### src/rtl/uart_rx_pkg.sv
// Shared constants for the UART receive path: FSM encoding, legal oversampling
// ratios and parity types.
package uart_rx_pkg;

  localparam int unsigned STATE_W = 3;

  localparam logic [STATE_W-1:0] ST_IDLE   = 3'd0;
  localparam logic [STATE_W-1:0] ST_START  = 3'd1;
  localparam logic [STATE_W-1:0] ST_DATA   = 3'd2;
  localparam logic [STATE_W-1:0] ST_PARITY = 3'd3;
  localparam logic [STATE_W-1:0] ST_STOP   = 3'd4;

  localparam int unsigned PRESCALE_8  = 8;
  localparam int unsigned PRESCALE_16 = 16;
  localparam int unsigned PRESCALE_32 = 32;

  localparam logic PAR_EVEN = 1'b0;
  localparam logic PAR_ODD  = 1'b1;

  // Anything other than 16 or 32 falls back to x8 oversampling.
  function automatic int unsigned legal_prescale(input int unsigned p);
    return ((p == PRESCALE_16) || (p == PRESCALE_32)) ? p : PRESCALE_8;
  endfunction

endpackage

### src/rtl/uart_rx_frame_if.sv
// Serial line, per-frame configuration and received-byte outputs of the UART receiver.
interface uart_rx_frame_if #(
  parameter int unsigned DATA_WIDTH = 8,
  parameter int unsigned PRESCALE_W = 6
);

  logic                  RX_IN;
  logic                  PAR_EN;
  logic                  PAR_TYP;
  logic [PRESCALE_W-1:0] Prescale;
  logic [DATA_WIDTH-1:0] P_DATA;
  logic                  DATA_VLD;
  logic                  PAR_ERR;
  logic                  STP_ERR;

  modport master (
    output RX_IN, PAR_EN, PAR_TYP, Prescale,
    input  P_DATA, DATA_VLD, PAR_ERR, STP_ERR
  );

  modport slave (
    input  RX_IN, PAR_EN, PAR_TYP, Prescale,
    output P_DATA, DATA_VLD, PAR_ERR, STP_ERR
  );

endinterface

### src/rtl/uart_rx_sampler.sv
// Per-bit edge counter with three mid-bit captures and a 2-of-3 majority vote.
module uart_rx_sampler
  import uart_rx_pkg::*;
#(
  parameter int unsigned PRESCALE_W = 6
) (
  input  logic                  CLK,
  input  logic                  RST,
  input  logic                  active_i,
  input  logic                  rx_s_i,
  input  logic [PRESCALE_W-1:0] prescale_i,
  output logic                  sampled_bit_c_o,
  output logic                  bit_done_c_o
);

  localparam int unsigned PW = PRESCALE_W;

  logic [PW-1:0] edge_cnt_q, edge_cnt_d;
  logic [2:0]    samp_q, samp_d;
  logic [PW-1:0] half;

  // Counter wraps at P-1; captures straddle the bit centre.
  always_comb begin
    edge_cnt_d   = edge_cnt_q;
    samp_d       = samp_q;
    half         = prescale_i >> 1;
    bit_done_c_o = active_i && (edge_cnt_q == (prescale_i - PW'(1)));
    if (!active_i || bit_done_c_o) begin
      edge_cnt_d = '0;
    end else begin
      edge_cnt_d = edge_cnt_q + PW'(1);
    end
    if (active_i) begin
      if (edge_cnt_q == (half - PW'(1))) samp_d[0] = rx_s_i;
      if (edge_cnt_q == half)            samp_d[1] = rx_s_i;
      if (edge_cnt_q == (half + PW'(1))) samp_d[2] = rx_s_i;
    end
  end

  assign sampled_bit_c_o = (samp_q[0] & samp_q[1]) |
                           (samp_q[0] & samp_q[2]) |
                           (samp_q[1] & samp_q[2]);

  always_ff @(posedge CLK or negedge RST) begin
    if (!RST) begin
      edge_cnt_q <= '0;
      samp_q     <= '0;
    end else begin
      edge_cnt_q <= edge_cnt_d;
      samp_q     <= samp_d;
    end
  end

endmodule

### src/rtl/uart_rx_frame.sv
// UART receive framer: synchronises RX_IN, walks start/data/parity/stop bits and
// reports the byte or parity/stop errors as single-cycle registered pulses.
module uart_rx_frame
  import uart_rx_pkg::*;
#(
  parameter int unsigned DATA_WIDTH = 8,
  parameter int unsigned PRESCALE_W = 6
) (
  input  logic           CLK,
  input  logic           RST,
  uart_rx_frame_if.slave rx_if
);

  localparam int unsigned BIT_CNT_W = (DATA_WIDTH > 1) ? $clog2(DATA_WIDTH) : 1;

  logic [1:0]            sync_q;
  logic                  rx_s;
  logic [STATE_W-1:0]    state_q, state_d;
  logic [BIT_CNT_W-1:0]  bit_cnt_q, bit_cnt_d;
  logic [DATA_WIDTH-1:0] shift_q, shift_d;
  logic                  par_flag_q, par_flag_d;
  logic [PRESCALE_W-1:0] prescale_q, prescale_d;
  logic                  par_en_q, par_en_d;
  logic                  par_typ_q, par_typ_d;
  logic [DATA_WIDTH-1:0] p_data_q, p_data_d;
  logic                  data_vld_q, data_vld_d;
  logic                  par_err_q, par_err_d;
  logic                  stp_err_q, stp_err_d;
  logic                  sampled_bit;
  logic                  bit_done;

  assign rx_s = sync_q[1];

  uart_rx_sampler #(.PRESCALE_W(PRESCALE_W)) u_sampler (
    .CLK             (CLK),
    .RST             (RST),
    .active_i        (state_q != ST_IDLE),
    .rx_s_i          (rx_s),
    .prescale_i      (prescale_q),
    .sampled_bit_c_o (sampled_bit),
    .bit_done_c_o    (bit_done)
  );

  // Next-state and output decode; pulses default low so they last one cycle.
  always_comb begin
    state_d    = state_q;
    bit_cnt_d  = bit_cnt_q;
    shift_d    = shift_q;
    par_flag_d = par_flag_q;
    prescale_d = prescale_q;
    par_en_d   = par_en_q;
    par_typ_d  = par_typ_q;
    p_data_d   = p_data_q;
    data_vld_d = 1'b0;
    par_err_d  = 1'b0;
    stp_err_d  = 1'b0;
    case (state_q)
      ST_IDLE: begin
        if (!rx_s) begin
          state_d    = ST_START;
          prescale_d = PRESCALE_W'(legal_prescale(32'(rx_if.Prescale)));
          par_en_d   = rx_if.PAR_EN;
          par_typ_d  = rx_if.PAR_TYP;
          par_flag_d = 1'b0;
          bit_cnt_d  = '0;
        end
      end
      ST_START: begin
        if (bit_done) state_d = sampled_bit ? ST_IDLE : ST_DATA;
      end
      ST_DATA: begin
        if (bit_done) begin
          shift_d = {sampled_bit, shift_q[DATA_WIDTH-1:1]};
          if (bit_cnt_q == BIT_CNT_W'(DATA_WIDTH - 1)) begin
            bit_cnt_d = '0;
            state_d   = par_en_q ? ST_PARITY : ST_STOP;
          end else begin
            bit_cnt_d = bit_cnt_q + BIT_CNT_W'(1);
          end
        end
      end
      ST_PARITY: begin
        if (bit_done) begin
          par_flag_d = sampled_bit ^ (^shift_q) ^ par_typ_q;
          state_d    = ST_STOP;
        end
      end
      ST_STOP: begin
        if (bit_done) begin
          stp_err_d = !sampled_bit;
          par_err_d = par_flag_q;
          if (sampled_bit && !par_flag_q) begin
            p_data_d   = shift_q;
            data_vld_d = 1'b1;
          end
          state_d = ST_IDLE;
        end
      end
      default: state_d = ST_IDLE;
    endcase
  end

  always_ff @(posedge CLK or negedge RST) begin
    if (!RST) begin
      sync_q     <= 2'b11;
      state_q    <= ST_IDLE;
      bit_cnt_q  <= '0;
      shift_q    <= '0;
      par_flag_q <= 1'b0;
      prescale_q <= PRESCALE_W'(PRESCALE_8);
      par_en_q   <= 1'b0;
      par_typ_q  <= PAR_EVEN;
      p_data_q   <= '0;
      data_vld_q <= 1'b0;
      par_err_q  <= 1'b0;
      stp_err_q  <= 1'b0;
    end else begin
      sync_q     <= {sync_q[0], rx_if.RX_IN};
      state_q    <= state_d;
      bit_cnt_q  <= bit_cnt_d;
      shift_q    <= shift_d;
      par_flag_q <= par_flag_d;
      prescale_q <= prescale_d;
      par_en_q   <= par_en_d;
      par_typ_q  <= par_typ_d;
      p_data_q   <= p_data_d;
      data_vld_q <= data_vld_d;
      par_err_q  <= par_err_d;
      stp_err_q  <= stp_err_d;
    end
  end

  assign rx_if.P_DATA   = p_data_q;
  assign rx_if.DATA_VLD = data_vld_q;
  assign rx_if.PAR_ERR  = par_err_q;
  assign rx_if.STP_ERR  = stp_err_q;

endmodule

### src/flat_wrapper.sv
// flat-port wrapper written by rule: the top's interface ports become plain ports
module uart_rx_frame_flat import uart_rx_pkg::*;
#(
  parameter int unsigned DATA_WIDTH = 8,
  parameter int unsigned PRESCALE_W = 6
)
  (CLK, RST, rx_if_RX_IN, rx_if_PAR_EN, rx_if_PAR_TYP, rx_if_Prescale, rx_if_P_DATA, rx_if_DATA_VLD, rx_if_PAR_ERR, rx_if_STP_ERR);
  uart_rx_frame_if #(.DATA_WIDTH(DATA_WIDTH), .PRESCALE_W(PRESCALE_W)) rx_if_i ();
  input  logic CLK;
  input  logic RST;
  input wire logic [$bits(rx_if_i.RX_IN)-1:0] rx_if_RX_IN;
  input wire logic [$bits(rx_if_i.PAR_EN)-1:0] rx_if_PAR_EN;
  input wire logic [$bits(rx_if_i.PAR_TYP)-1:0] rx_if_PAR_TYP;
  input wire logic [$bits(rx_if_i.Prescale)-1:0] rx_if_Prescale;
  output wire logic [$bits(rx_if_i.P_DATA)-1:0] rx_if_P_DATA;
  output wire logic [$bits(rx_if_i.DATA_VLD)-1:0] rx_if_DATA_VLD;
  output wire logic [$bits(rx_if_i.PAR_ERR)-1:0] rx_if_PAR_ERR;
  output wire logic [$bits(rx_if_i.STP_ERR)-1:0] rx_if_STP_ERR;
  assign rx_if_i.RX_IN = rx_if_RX_IN;
  assign rx_if_i.PAR_EN = rx_if_PAR_EN;
  assign rx_if_i.PAR_TYP = rx_if_PAR_TYP;
  assign rx_if_i.Prescale = rx_if_Prescale;
  assign rx_if_P_DATA = rx_if_i.P_DATA;
  assign rx_if_DATA_VLD = rx_if_i.DATA_VLD;
  assign rx_if_PAR_ERR = rx_if_i.PAR_ERR;
  assign rx_if_STP_ERR = rx_if_i.STP_ERR;
  uart_rx_frame #(.DATA_WIDTH(DATA_WIDTH), .PRESCALE_W(PRESCALE_W)) u_core (.CLK(CLK), .RST(RST), .rx_if(rx_if_i));
endmodule
### config.mk
export PLATFORM = sky130hd
export DESIGN_NAME = uart_rx_frame_flat
export DESIGN_NICKNAME = d
export VERILOG_FILES = /design/src/rtl/uart_rx_pkg.sv /design/src/rtl/uart_rx_frame_if.sv /design/src/rtl/uart_rx_sampler.sv /design/src/rtl/uart_rx_frame.sv /design/src/flat_wrapper.sv
export SDC_FILE = /design/constraint.sdc
export NUM_CORES = 1
export LEC_CHECK = 0
export ABC_AREA = 1
export CAP_MARGIN = 20
export CORE_UTILIZATION = 62
export CTS_CLUSTER_SIZE = 8
export DETAILED_ROUTE_END_ITERATION = 8
export PLACE_DENSITY = 0.95
export SYNTH_ARGS = -nofsm -noshare
export SYNTH_HDL_FRONTEND = slang
export SYNTH_SLANG_ARGS = --single-unit
### constraint.sdc
create_clock -name CLK -period 5.5 [get_ports CLK]
set_input_delay 0.55 -clock CLK [delete_from_list [all_inputs] [get_ports CLK]]
set_output_delay 0.55 -clock CLK [all_outputs]
set_load 0.03 [all_outputs]
---- Word level (Yosys, flattened, before mapping) ----
Index checks and enable logic that the tools add are counted.
word-level totals
  logic and storage cells ................. 92
  output and inout bits ................... 11
  register bits ........................... 45
  input port bits ......................... 11
cells by class
  eq/ne operators ......................... 17
  bitwise logic cells ..................... 8
  add/subtract/negate cells ............... 5
  reductions and logical operators ........ 21
  multiplexer cells ....................... 25
operators by type and width
  operator                                                number
  two-way mux 3 bit                                       10
  == test 6 bit                                           3
  one-hot mux 3 bit (5 select lines)                      1
  two-way mux 6 bit                                       2
  inequality test 2 x 1 -> 1 bit (second input constant)  5
  AND reduction 2 bit                                     5
  two-way mux 1 bit                                       9
  AND reduction 3 bit                                     3
  parity 8 bit                                            1
  adder 5 x 1 -> 6 bit (second input constant)            1
  adder 6 x 1 -> 6 bit (second input constant)            1
  == test 3 x 2 -> 1 bit (second input constant)          2
  == test 3 bit (second input constant)                   2
  == test 6 x 5 -> 1 bit                                  1
  == test 6 x 5 -> 1 bit (second input constant)          1
  == test 6 bit (second input constant)                   1
  one-hot mux 3 bit (2 select lines)                      1
  AND reduction 6 bit                                     1
  subtractor 5 x 1 -> 6 bit (second input constant)       1
  subtractor 6 x 1 -> 6 bit (second input constant)       1
  nonzero test 2 bit                                      2
  adder 3 x 1 -> 3 bit (second input constant)            1
  AND 1 bit                                               3
  == test 3 x 1 -> 1 bit (second input constant)          1
  11 further kinds                                        17

---- Depth between registers and ports, before layout ----
Gate-level depths: netlist of the first run.
  word-level depth ........................ 7
  mapped depth ............................ 16
  gate-level depth less buffers ........... 15

---- Hierarchy ----
Synthesis of the first run repeated with hierarchy kept, for this count alone.
unflattened totals
  cell total of the unflattened synthesis .. 367
  area total of the unflattened synthesis .. 2,688.8 um^2
by module, submodules not included
  module           times used  cells each  area an instance (um^2)  sequential area each (um^2)
  uart_rx_frame    1           196         1,671.6                  904.6
  uart_rx_sampler  1           171         1,017.2                  225.2

---- Least setup slack after synthesis of the first run ----
OpenSTA, ideal clock, no wires.
  kind .................................... register -> register
  from .................................... register u_core.prescale_q[2]
  to ...................................... register u_core.p_data_q[6], in the netlist u_core.rx_if.P_DATA[6]
  period minus slack after synthesis ...... 1.865 ns
  setup time .............................. 0.118 ns
  setup slack ............................. 3.635 ns
  buffers on the path ..................... 2
  arrival time ............................ 1.747 ns
  required time ........................... 5.382 ns
  stages on the path, launching flop included .. 16
  path through ............................ dfrtp_1 > buf_4 > inv_2 > ha_1 > nand2_2 > nor2_2 > nand3_1 > nand2_2 > nand2_4 > inv_4 > nand2_4 > nor2_4 > nand3_4 > buf_6 > nand2_2 > o21ai_2
on the way
  cells in the longest elaborated chain, start to end .. 4
RTL lines
  item                           RTL line               text
  start, declared                uart_rx_frame.sv:22    logic [PRESCALE_W-1:0] prescale_q, prescale_d;
  start signal, assigned         uart_rx_frame.sv:110   prescale_q <= PRESCALE_W'(PRESCALE_8);
  start signal, assigned         uart_rx_frame.sv:123   prescale_q <= prescale_d;
  subtractor 6 x 1 -> 6 bit      uart_rx_sampler.sv:27  bit_done_c_o = active_i && (edge_cnt_q == (prescale_i - PW'(1)));
  == test 6 bit                  uart_rx_sampler.sv:27
  logical AND 1 bit              uart_rx_sampler.sv:27
  AND reduction 3 bit (no line)  --
  end signal, assigned           uart_rx_frame.sv:126   p_data_q <= p_data_d;
  end, declared                  uart_rx_frame.sv:25    logic [DATA_WIDTH-1:0] p_data_q, p_data_d;
Every way passes these cells.
A chain may end at the register's enable or synchronous reset.

---- Worst setup path after layout of the first run ----
  from .................................... register u_core.prescale_q[2]
  to ...................................... register u_core.p_data_q[0], in the netlist u_core.rx_if.P_DATA[0]
Same word-level chain as after synthesis.

==> results of run 1 <==
-- state kept, by name, indices dropped and copies added, names as in the netlist --
register,flops
u_core.rx_if.P_DATA,8
u_core.shift_q,8
u_core.prescale_q,6
u_core.u_sampler.edge_cnt_q,6
u_core.bit_cnt_q,3
u_core.state_q,3
u_core.u_sampler.samp_q,3
u_core.sync_q,2
u_core.par_en_q,1
u_core.par_flag_q,1
u_core.par_typ_q,1
u_core.rx_if.DATA_VLD,1
u_core.rx_if.PAR_ERR,1
u_core.rx_if.STP_ERR,1
-- cells in the final DEF (no fill, tap or decap), drive strengths merged --
master         instances
dfrtp                 42
a211oi                 1
nand4                  4
nand3                 23
or4                    1
clkinv                 1
a21oi                  3
clkbuf                 5
nor3b                  1
dfstp                  3
xnor2                 12
o22ai                  1
ha                     7
buf                    1
xor2                  11
inv                   47
clkinvlp               1
o211ai                 1
nand2                 88
o21ai                 29
nor3                   9
a21o                   1
clkdlybuf4s50         20
o21a                   1
or2                    1
nor2                  25
-- metal layers --
layer	routed length, µm	global-route usage
met5	0	0
met4	157	0.144
met3	332	0.0497
met2	2780	0.462
met1	2180	0.333
-- path summary, 6_finish.rpt --
check | from | to | slack (ns) | cells past startpoint
worst max register to register | u_core.prescale_q[2] | u_core.rx_if.P_DATA[0] | 3.33 | 15
worst max-delay path | u_core.prescale_q[2] | u_core.rx_if.P_DATA[0] | 3.33 | 15
worst min register to register | u_core.sync_q[0] | u_core.sync_q[1] | 0.36 | 0
min in group asynchronous | RST | u_core.rx_if.PAR_ERR | 0.39 | 1
worst min-delay path | u_core.sync_q[0] | u_core.sync_q[1] | 0.36 | 0
max in group asynchronous | RST | u_core.u_sampler.edge_cnt_q[1] | 4.49 | 1
-- through the flow --
| step | cells | power [µW] |
|---|---|---|
| 6_report | 389 | 1000 |
| 3_5_place_dp | 381 | 791 |
| 4_1_cts | 389 | 1000 |
| 2_1_floorplan | 314 | 699 |
| 5_1_grt | 389 | 1070 |
| 3_3_place_gp | 381 | 769 |
-- power by group --
part | leakage [µW] | internal, µW | total (µW) | switching, µW
Sequential | 0.000601 | 380 | 431 | 51.6
Combinational | 0.000756 | 124 | 362 | 239
Clock | 0.0000445 | 90.2 | 208 | 118
-- Yosys cell counts, drive strengths merged --
cell type,n
o21a,1
o21ai,29
nor3,9
o211ai,1
xor2,11
dfrtp,42
nand3,23
a21oi,3
nor2,25
a21o,1
xnor2,12
nor3b,1
dfstp,3
inv,46
buf,4
or2,1
o22ai,1
nand4,4
ha,7
nand2,88
or4,1
a211oi,1
-- layout make-up --
class / instances / area [µm²]
fill: 282 / 1100
multi-input combinational: 219 / 1230
inverter: 46 / 178
tap: 50 / 62.6
clock inverter: 3 / 21.3
timing repair buffer: 21 / 205
clock buffer: 5 / 68.8
sequential: 45 / 1130
-- logic make-up after synthesis --
family,after synthesis,synth area share
AOI/OAI and AO/OA,37,0.0862
buffers and inverters,50,0.0847
DFF,45,0.437
and+or+nand+nor,152,0.280
adders and majority gates,7,0.0339
xor gates and xnor gates,23,0.0780
==> results.tsv, run 1 <==
stage	metric	value	unit
status	status	complete, no violations	
timing	clk_skew	0.0113	ns
clock_network	CTS Root Cell	clkbuf_8	
placed_design	Post-DP HPWL	3.96	mm
timing	Finish-stage setup viols	0	
timing	Final Hold Vio Count	0	
placed_design	Port Buffer Count	21	
yosys	Post-Synthesis Cells	314	
setup_path	Critical Path, Cell by Cell	inv_2 -> ha_1 -> nand2_1 -> nand2_1 -> inv_1 -> nand2_1 -> nand2_1 -> nand2_1 -> nor2_2 -> nand2_4 -> nor2_4 -> nand3_4 -> inv_1 -> nand2_1 -> nand2_1	
global_routing	largest net degree at the start of global routing	46	
final_layout	Finished Cell Area	0.00290	mm²
route	Vias	2175	
setup_path	CP delay by family, top	simple AND/OR/NAND/NOR gates	
route	mean routed wirelength per cell	14.0	µm
floorplan	I/O pins	22	
setup_path	CP most frequent cell	nand2_1	
final_layout	area delta synth->final	12.3	%
clock_network	Max Root-Sink Buffers	2	
floorplan	width of the die	66.6	µm
setup_path	CP max FO	16	
global_routing	antenna violations before repair	0	
yosys	Avg Cell Area, Syn	8.23	µm²
route	Residual DRC	0	
setup_path	crit start category	flop	
timing	setup total negative slack	0	ns
setup_path	CP endpoint kind	flop	
route	routed vias/inst	5.59	
timing	crit share post-route	0.395	
clock_network	H-tree depth	2	
yosys	Synth Cell Area	0.00258	mm²
global_routing	total gr overflow	0	
global_routing	Tot GR Track Use	0.275	
yosys	Synth top area share	0.407	
timing	FMAX	460	MHz
clock_network	CTS Hold Bufs	0	
route	drt pass-1 iters	6	
final_layout	Final Util	0.725	
timing	fin. max-slew vios	0	
timing	Final Critical Period	2.17	ns
yosys	largest cells by area after synthesis	dfrtp_1 41%, nand2_1 11%, inv_1 5.5%	
placed_design	dpl cell area	0.00281	mm²
timing	worst slew pin tran	0.971	ns
setup_path	crit path kind	flop to flop	
clock_network	clock-pin slew on the worst setup and hold paths	0.09	ns
flow_run	Max Cap Viol	0	
yosys	largest area contributor in the netlist	dfrtp_1	
route	Initial DRC Count	103	
worst_hold_path	worst min-delay path category	flop to flop	
yosys	register area share after synthesis	0.437	
power	pwr/cell area	345	mW/mm²
yosys	Net Count, Synth	332	
timing	relative slew slack	0.353	
timing	hold_ws	0.361	ns
power	Pleak	0.00140	µW
route	routed wire length	5.45	mm
global_routing	global-route wire length before repair	8.91	mm
yosys	synth unique cells	34	
setup_path	slowest library cell on the worst path	dfrtp_1	
placed_design	Final GP Congestion	0.979	
final_layout	fin nets	356	
floorplan	Die ar.	0.00443	mm²
clock_network	post-CTS sizing	0	
yosys	register bit total from synthesis	45	
setup_path	Crit path buffers/inverters	3	
timing	RSZ-0062 raised after global routing	no	
yosys	YS warnings	0	
route	post-route ant nets	0	
floorplan	site row count	23	
floorplan	Starting Density	0.646	
clock_network	clk sinks	45	
final_layout	layout cells sized above 1	0.139	
final_layout	antenna cells	0	
setup_path	Critical Path RT	5.74	ns
global_routing	vias in the first global route	2057	
placed_design	dpl ws	3.41	ns
power	Max VDD drop	0.234	mV
timing	Worst Setup Slack, final	3.33	ns
clock_network	Worst-Skew Late Latency	0.30	ns
setup_path	Crit path arrival time	2.42	ns
clock_network	Setup Buffers After CTS	0	
floorplan	Core Area	0.00400	mm²
clock_network	cts bufs inserted	5	
clock_network	CTS tree	yes	
setup_path	slowest stage delay, CP	0.54	ns
floorplan	die height	66.6	µm
No activity file was read; power rests on OpenSTA's default activity.
==> inputs of run 2 (changes only) <==
--- a/config.mk
+++ b/config.mk
@@ -7,10 +7,10 @@
 export LEC_CHECK = 0
 export ABC_AREA = 1
 export CAP_MARGIN = 20
-export CORE_UTILIZATION = 62
+export CORE_UTILIZATION = 58
 export CTS_CLUSTER_SIZE = 8
 export DETAILED_ROUTE_END_ITERATION = 8
-export PLACE_DENSITY = 0.95
+export PLACE_DENSITY = 0.91
 export SYNTH_ARGS = -nofsm -noshare
 export SYNTH_HDL_FRONTEND = slang
 export SYNTH_SLANG_ARGS = --single-unit
==> constraint.sdc (replaced) <==
create_clock -name CLK -period 2.1 [get_ports CLK]
set_input_delay 0.21 -clock CLK [delete_from_list [all_inputs] [get_ports CLK]]
set_output_delay 0.21 -clock CLK [all_outputs]
set_load 0.03 [all_outputs]
==> run 2 against run 1 <==
Compared with the run above: clock skew is 0.0062 ns lower; count of clock-buffer cells in the layout is 1 higher; register-to-register slack lost 3.3 ns; die area grew 6.7%.
==> results.tsv, run 2 (same netlist as run 1, synthesis figures left out) <==
stage	metric	value	unit
worst_hold_path	Hold Startpoint	rx_if_RX_IN	
floorplan	Die ar.	0.00473	mm²
setup_path	Critical Path RT	2.30	ns
setup_path	crit path kind	flop to flop	
timing	FMAX	482	MHz
clock_network	Max Root-Sink Buffers	2	
power	total power	2820	µW
setup_path	Crit path buffers/inverters	2	
final_layout	most frequent cells in the layout	69 x nand2_1, 42 x dfrtp_1, 36 x inv_1, 21 x nand3_1, 20 x clkdlybuf4s50_1	
global_routing	Tot GR Track Use	0.267	
placed_design	Final GP Congestion	0.934	
clock_network	clk sinks	45	
setup_path	CP delay by family, top	simple AND/OR/NAND/NOR gates	
power	Max VDD drop	0.586	mV
timing	Final Hold Vio Count	0	
placed_design	dpl ws	0.00972	ns
floorplan	Core Area	0.00414	mm²
final_layout	commonest non-fill, non-tap cell in the layout	nand2_1	
placed_design	Port Buffer Count	21	
flow_run	Max Cap Viol	0	
final_layout	antenna cells	0	
clock_network	CTS tree	yes	
clock_network	clock-pin slew on the worst setup and hold paths	0.09	ns
setup_path	CP Launch Point	u_core.prescale_q[0]	
floorplan	Starting Density	0.623	
setup_path	Critical Path, Cell by Cell	inv_2 -> ha_4 -> or2_1 -> nand2_1 -> nor2_2 -> inv_1 -> nor2_2 -> nand2_4 -> nor2_4 -> nand3_4 -> nand2_2 -> o21ai_2	
setup_path	CP endpoint kind	flop	
power	pwr/cell area	906	mW/mm²
route	routed wire length	6.01	mm
timing	crit share post-route	0.987	
global_routing	total gr overflow	0	
route	Residual DRC	0	
setup_path	CP max FO	8	
global_routing	vias in the first global route	2051	
final_layout	fin nets	371	
floorplan	site row count	23	
route	mean routed wirelength per cell	14.9	µm
route	Vias	2247	
final_layout	layout cells sized above 1	0.212	
timing	Finish-stage setup viols	0	
timing	worst slew pin tran	0.504	ns
timing	RSZ-0062 raised after global routing	yes	
clock_network	cts bufs inserted	5	
timing	clk_skew	0.00517	ns
clock_network	Worst-Skew Late Latency	0.30	ns
global_routing	global-route wire length before repair	9.06	mm
route	drt pass-1 iters	4	
timing	Final Critical Period	2.07	ns
final_layout	area delta synth->final	20.4	%
setup_path	CP most frequent cell	nor2_2	
setup_path	slowest library cell on the worst path	dfrtp_1	
setup_path	crit start category	flop	
worst_hold_path	worst min-delay path category	input pin to flop	
floorplan	die height	68.7	µm
timing	relative slew slack	0.661	
timing	Worst Setup Slack, final	0.0271	ns
setup_path	Crit path arrival time	2.27	ns
floorplan	I/O pins	22	
timing	fin. max-slew vios	0	
global_routing	antenna violations before repair	0	
timing	setup total negative slack	0	ns
floorplan	width of the die	68.7	µm
timing	hold_ws	0.302	ns
route	post-route ant nets	0	
power	Pleak	0.00150	µW
status	status	complete, no violations	
clock_network	H-tree depth	2	
setup_path	slowest stage delay, CP	0.42	ns
setup_path	worst r2r src	u_core.prescale_q[0]	
route	routed vias/inst	5.56	
route	Initial DRC Count	269	
global_routing	largest net degree at the start of global routing	23	
clock_network	CTS Root Cell	clkbuf_8	
placed_design	Post-DP HPWL	3.97	mm
-- run 2: final cells by class --
type,count,area (µm²)
sequential,45,1130
inverter,46,178
timing repair buffer,35,325
fill,270,1030
multi-input combinational,220,1310
clock buffer,6,72.6
tap,50,62.6
clock inverter,2,38.8
-- run 2: metrics by stage --
| stage | area [µm²] | utilization | instances |
|---|---|---|---|
| floorplan | 2580 | - | 314 |
| global placement | 2870 | 0.692 | 387 |
| detailed placement | 2870 | 0.692 | 387 |
| CTS | 3010 | 0.727 | 398 |
| global route | 3110 | 0.751 | 404 |
| finish | 3110 | 0.751 | 404 |
-- run 2: repair_timing --
action,4_1_cts,5_1_grt
resized for setup,1,17
gates cloned,1,0
hold buffers,1,0
pin swaps,0,6
endpoints found under the hold margin,18,0
endpoints found under the setup margin,10,17
setup buffers,1,6
-- run 2: worst paths after layout --
kind	end	slack [ns]	depth (start not counted)
min	u_core.sync_q[0]	0.30	1
max reg2reg	u_core.rx_if.P_DATA[3]	0.03	12
max in group asynchronous	u_core.sync_q[1]	1.07	3
min reg2reg	u_core.sync_q[1]	0.37	0
max	u_core.rx_if.P_DATA[3]	0.03	12
min in group asynchronous	u_core.shift_q[6]	0.39	2
-- run 2: power breakdown --
group | internal (µW) | switching [µW]
Sequential | 995 | 140
Combinational | 358 | 662
Clock | 357 | 306
-- run 2: routing by layer --
layer	GRT usage	share of wire
met1	0.339	0.41
met2	0.446	0.50
met3	0.0576	0.067
met4	0.102	0.022
met5	0	0
==> inputs of run 3 (changes only) <==
--- a/config.mk
+++ b/config.mk
@@ -13,4 +13,5 @@
 export PLACE_DENSITY = 0.91
 export SYNTH_ARGS = -nofsm -noshare
 export SYNTH_HDL_FRONTEND = slang
+export SYNTH_HIERARCHICAL = 1
 export SYNTH_SLANG_ARGS = --single-unit
==> run 3 against run 2 <==
Compared with the run above: die area up 3.9%; fmax down 0.14%; non-clock buffer count up 1; power up 11%; register-to-register slack about the same; first-iteration DRC count down 55%; flip-flop and latch count unchanged; via count up 9.9%; largest cell class unchanged; final area up 2.9%; global-route usage down 1.5 points; core utilization down 2.6 points.
==> results.tsv, run 3 <==
stage	metric	value	unit
status	status	complete, no violations	
yosys	Synth Cell Area	0.00269	mm²
final_layout	fin nets	424	
timing	clk_skew	0.00745	ns
yosys	Net Count, Synth	385	
worst_hold_path	worst min-delay path category	input pin to flop	
timing	RSZ-0062 raised after global routing	yes	
clock_network	CTS Root Cell	clkbuf_8	
route	mean routed wirelength per cell	13.1	µm
final_layout	Fill cells	305	
final_layout	area delta synth->final	19.1	%
route	routed vias/inst	5.38	
setup_path	CP max FO	17	
yosys	Synth async-reset ratio	1.00	
floorplan	die height	70.1	µm
timing	relative slew slack	0.726	
yosys	top cells by count, synth	132 x nand2_1, 42 x dfrtp_1, 39 x inv_1, 24 x nor2_1, 21 x nand3_1	
setup_path	r2r endpoint	u_core/rx_if.P_DATA[4]	
placed_design	Port Buffer Count	21	
clock_network	clk sinks	45	
setup_path	Worst R2R Path Depth	13	
final_layout	layout cells sized above 1	0.206	
yosys	synth unique cells	34	
yosys	register bit total from synthesis	45	
yosys	register area share after synthesis	0.420	
route	drt pass-1 iters	6	
yosys	Post-Synthesis Cells	367	
clock_network	Worst-Skew Late Latency	0.29	ns
setup_path	R2R Setup Slk	0.02	ns
clock_network	H-tree depth	2	
clock_network	cts bufs inserted	5	
power	Pleak	0.00163	µW
route	routed wire length	6.00	mm
setup_path	CP endpoint kind	flop	
global_routing	global-route wire length before repair	9.83	mm
setup_path	crit start category	flop	
route	post-route ant nets	0	
timing	crit share post-route	0.988	
placed_design	dpl cell area	0.00301	mm²
setup_path	worst r2r src	u_core/prescale_q[1]	
power	total power	3130	µW
power	Max VDD drop	0.741	mV
route	Initial DRC Count	122	
yosys	YS warnings	6	
floorplan	site row count	24	
clock_network	CTS tree	yes	
final_layout	commonest non-fill, non-tap cell in the layout	nand2_1	
placed_design	Placed Instances	445	
floorplan	I/O pins	22	
setup_path	crit path kind	flop to flop	
route	Vias	2470	
global_routing	total gr overflow	0	
yosys	cell with the most instances after synthesis	nand2_1	
timing	Final Critical Period	2.08	ns
placed_design	Final GP Congestion	0.909	
placed_design	Post-DP HPWL	4.26	mm
global_routing	Tot GR Track Use	0.252	
timing	fin. max-slew vios	0	
timing	Final Hold Vio Count	0	
final_layout	final cell count without fillers	459	
floorplan	Core Area	0.00441	mm²
worst_hold_path	end of the worst hold path	u_core/sync_q[0]	
final_layout	antenna cells	0	
yosys	largest cells by area after synthesis	dfrtp_1 39%, nand2_1 18%, inv_1 5.4%	
worst_hold_path	Hold Startpoint	rx_if_RX_IN	
yosys	predominant post-synthesis flop cell	dfrtp_1	
setup_path	Crit path arrival time	2.25	ns
global_routing	antenna violations before repair	0	
setup_path	Critical Path, Cell by Cell	inv_2 -> ha_4 -> inv_1 -> nand2_1 -> nand2_1 -> nor2_2 -> nand3_2 -> nor2_2 -> nand2_2 -> nor2_4 -> nand4_4 -> nand2_1 -> o21ai_1	
timing	FMAX	482	MHz
floorplan	Starting Density	0.609	
route	Residual DRC	0	
timing	Finish-stage setup viols	0	
setup_path	slowest stage delay, CP	0.39	ns
setup_path	slowest library cell on the worst path	dfrtp_1	
final_layout	Finished Cell Area	0.00320	mm²
global_routing	largest net degree at the start of global routing	46	
timing	worst slew pin tran	0.410	ns
setup_path	CP delay by family, top	simple AND/OR/NAND/NOR gates	
clock_network	clock-pin slew on the worst setup and hold paths	0.08	ns
setup_path	CP most frequent cell	nand2_1	
clock_network	Max Root-Sink Buffers	2	
final_layout	most frequent cells in the layout	125 x nand2_1, 42 x dfrtp_1, 37 x inv_1, 22 x nor2_1	
yosys	Post-synth EDFFs	0	
power	pwr/cell area	977	mW/mm²
yosys	Synth top area share	0.391	
floorplan	width of the die	70.1	µm
worst_hold_path	Hold Crit Depth	1	
flow_run	Max Cap Viol	0	
floorplan	Die ar.	0.00491	mm²
yosys	Avg Cell Area, Syn	7.33	µm²
global_routing	vias in the first global route	2288	
yosys	largest area contributor in the netlist	dfrtp_1	
setup_path	Crit path buffers/inverters	2	
setup_path	Critical Path RT	2.28	ns
[run 3: power breakdown]
part	switching, µW	internal [µW]	total, µW	leakage, µW
sequential	158	1010	1170	0.000599
clock	274	231	504	0.0000450
combinational	927	525	1450	0.000983
[run 3: cells by family after synthesis]
| group | Yosys count | share of synthesized area |
|---|---|---|
| AND/OR/NAND/NOR | 208 | 0.346 |
| buffers and inverters | 63 | 0.0963 |
| flip-flops | 45 | 0.420 |
| AO/OA/AOI/OAI | 35 | 0.0726 |
| XOR/XNOR | 9 | 0.0321 |
| adder cells (fa/ha/maj) | 7 | 0.0326 |
[run 3: layer usage]
metal,vias to the layer above,track usage,part of all wire
met3,19,0.0390,0.056
met2,98,0.449,0.52
li1,1224,-,-
met4,0,0.120,0.028
met5,-,0,0
met1,1129,0.297,0.40
[run 3: area by class of cell]
type                       count  area (µm²)  area share
clock buffer                   6        72.6      0.0227
clock inverter                 2        10.0     0.00313
inverter                      59         224      0.0699
multi-input combinational    259        1360       0.426
sequential                    45        1130       0.353
tap                           52        65.1      0.0203
timing repair buffer          36         337       0.105
[run 3: repair_timing]
| item | in CTS | in global routing |
|---|---|---|
| endpoints found under the hold margin | 42 | 0 |
| pin swaps | 2 | 9 |
| hold buffers | 1 | 0 |
| gates resized for setup | 0 | 18 |
| endpoints found under the setup margin | 5 | 23 |
| buffers inserted | 3 | 2 |
[run 3: worst max-delay path by stage]
stage	endpoint	cells after the start	slack, ns	start
final	u_core/rx_if.P_DATA[4]	13	0.02	u_core/prescale_q[1]
after global routing	u_core/state_q[2]	16	-0.10	u_core/prescale_q[1]
after CTS	u_core/state_q[1]	17	0.02	u_core/prescale_q[1]
after detailed placement	u_core/rx_if.P_DATA[6]	13	-0.01	u_core/prescale_q[0]
after global placement	u_core/state_q[1]	17	0.11	u_core/prescale_q[0]
after floorplan	u_core/rx_if.P_DATA[3]	14	0.07	u_core/prescale_q[1]
[run 3: per-stage QoR]
stage	setup TNS [ns]	worst slack, ns	hold WS [ns]	utilization
after floorplan	0	0.0669	-0.0856	-
after global placement	0	0.112	0.200	0.682
after detailed placement	-0.0100	-0.0100	0.210	0.682
after CTS	0	0.0235	0.311	0.708
after global routing	-1.76	-0.102	0.325	0.725
final	0	0.0242	0.314	0.725
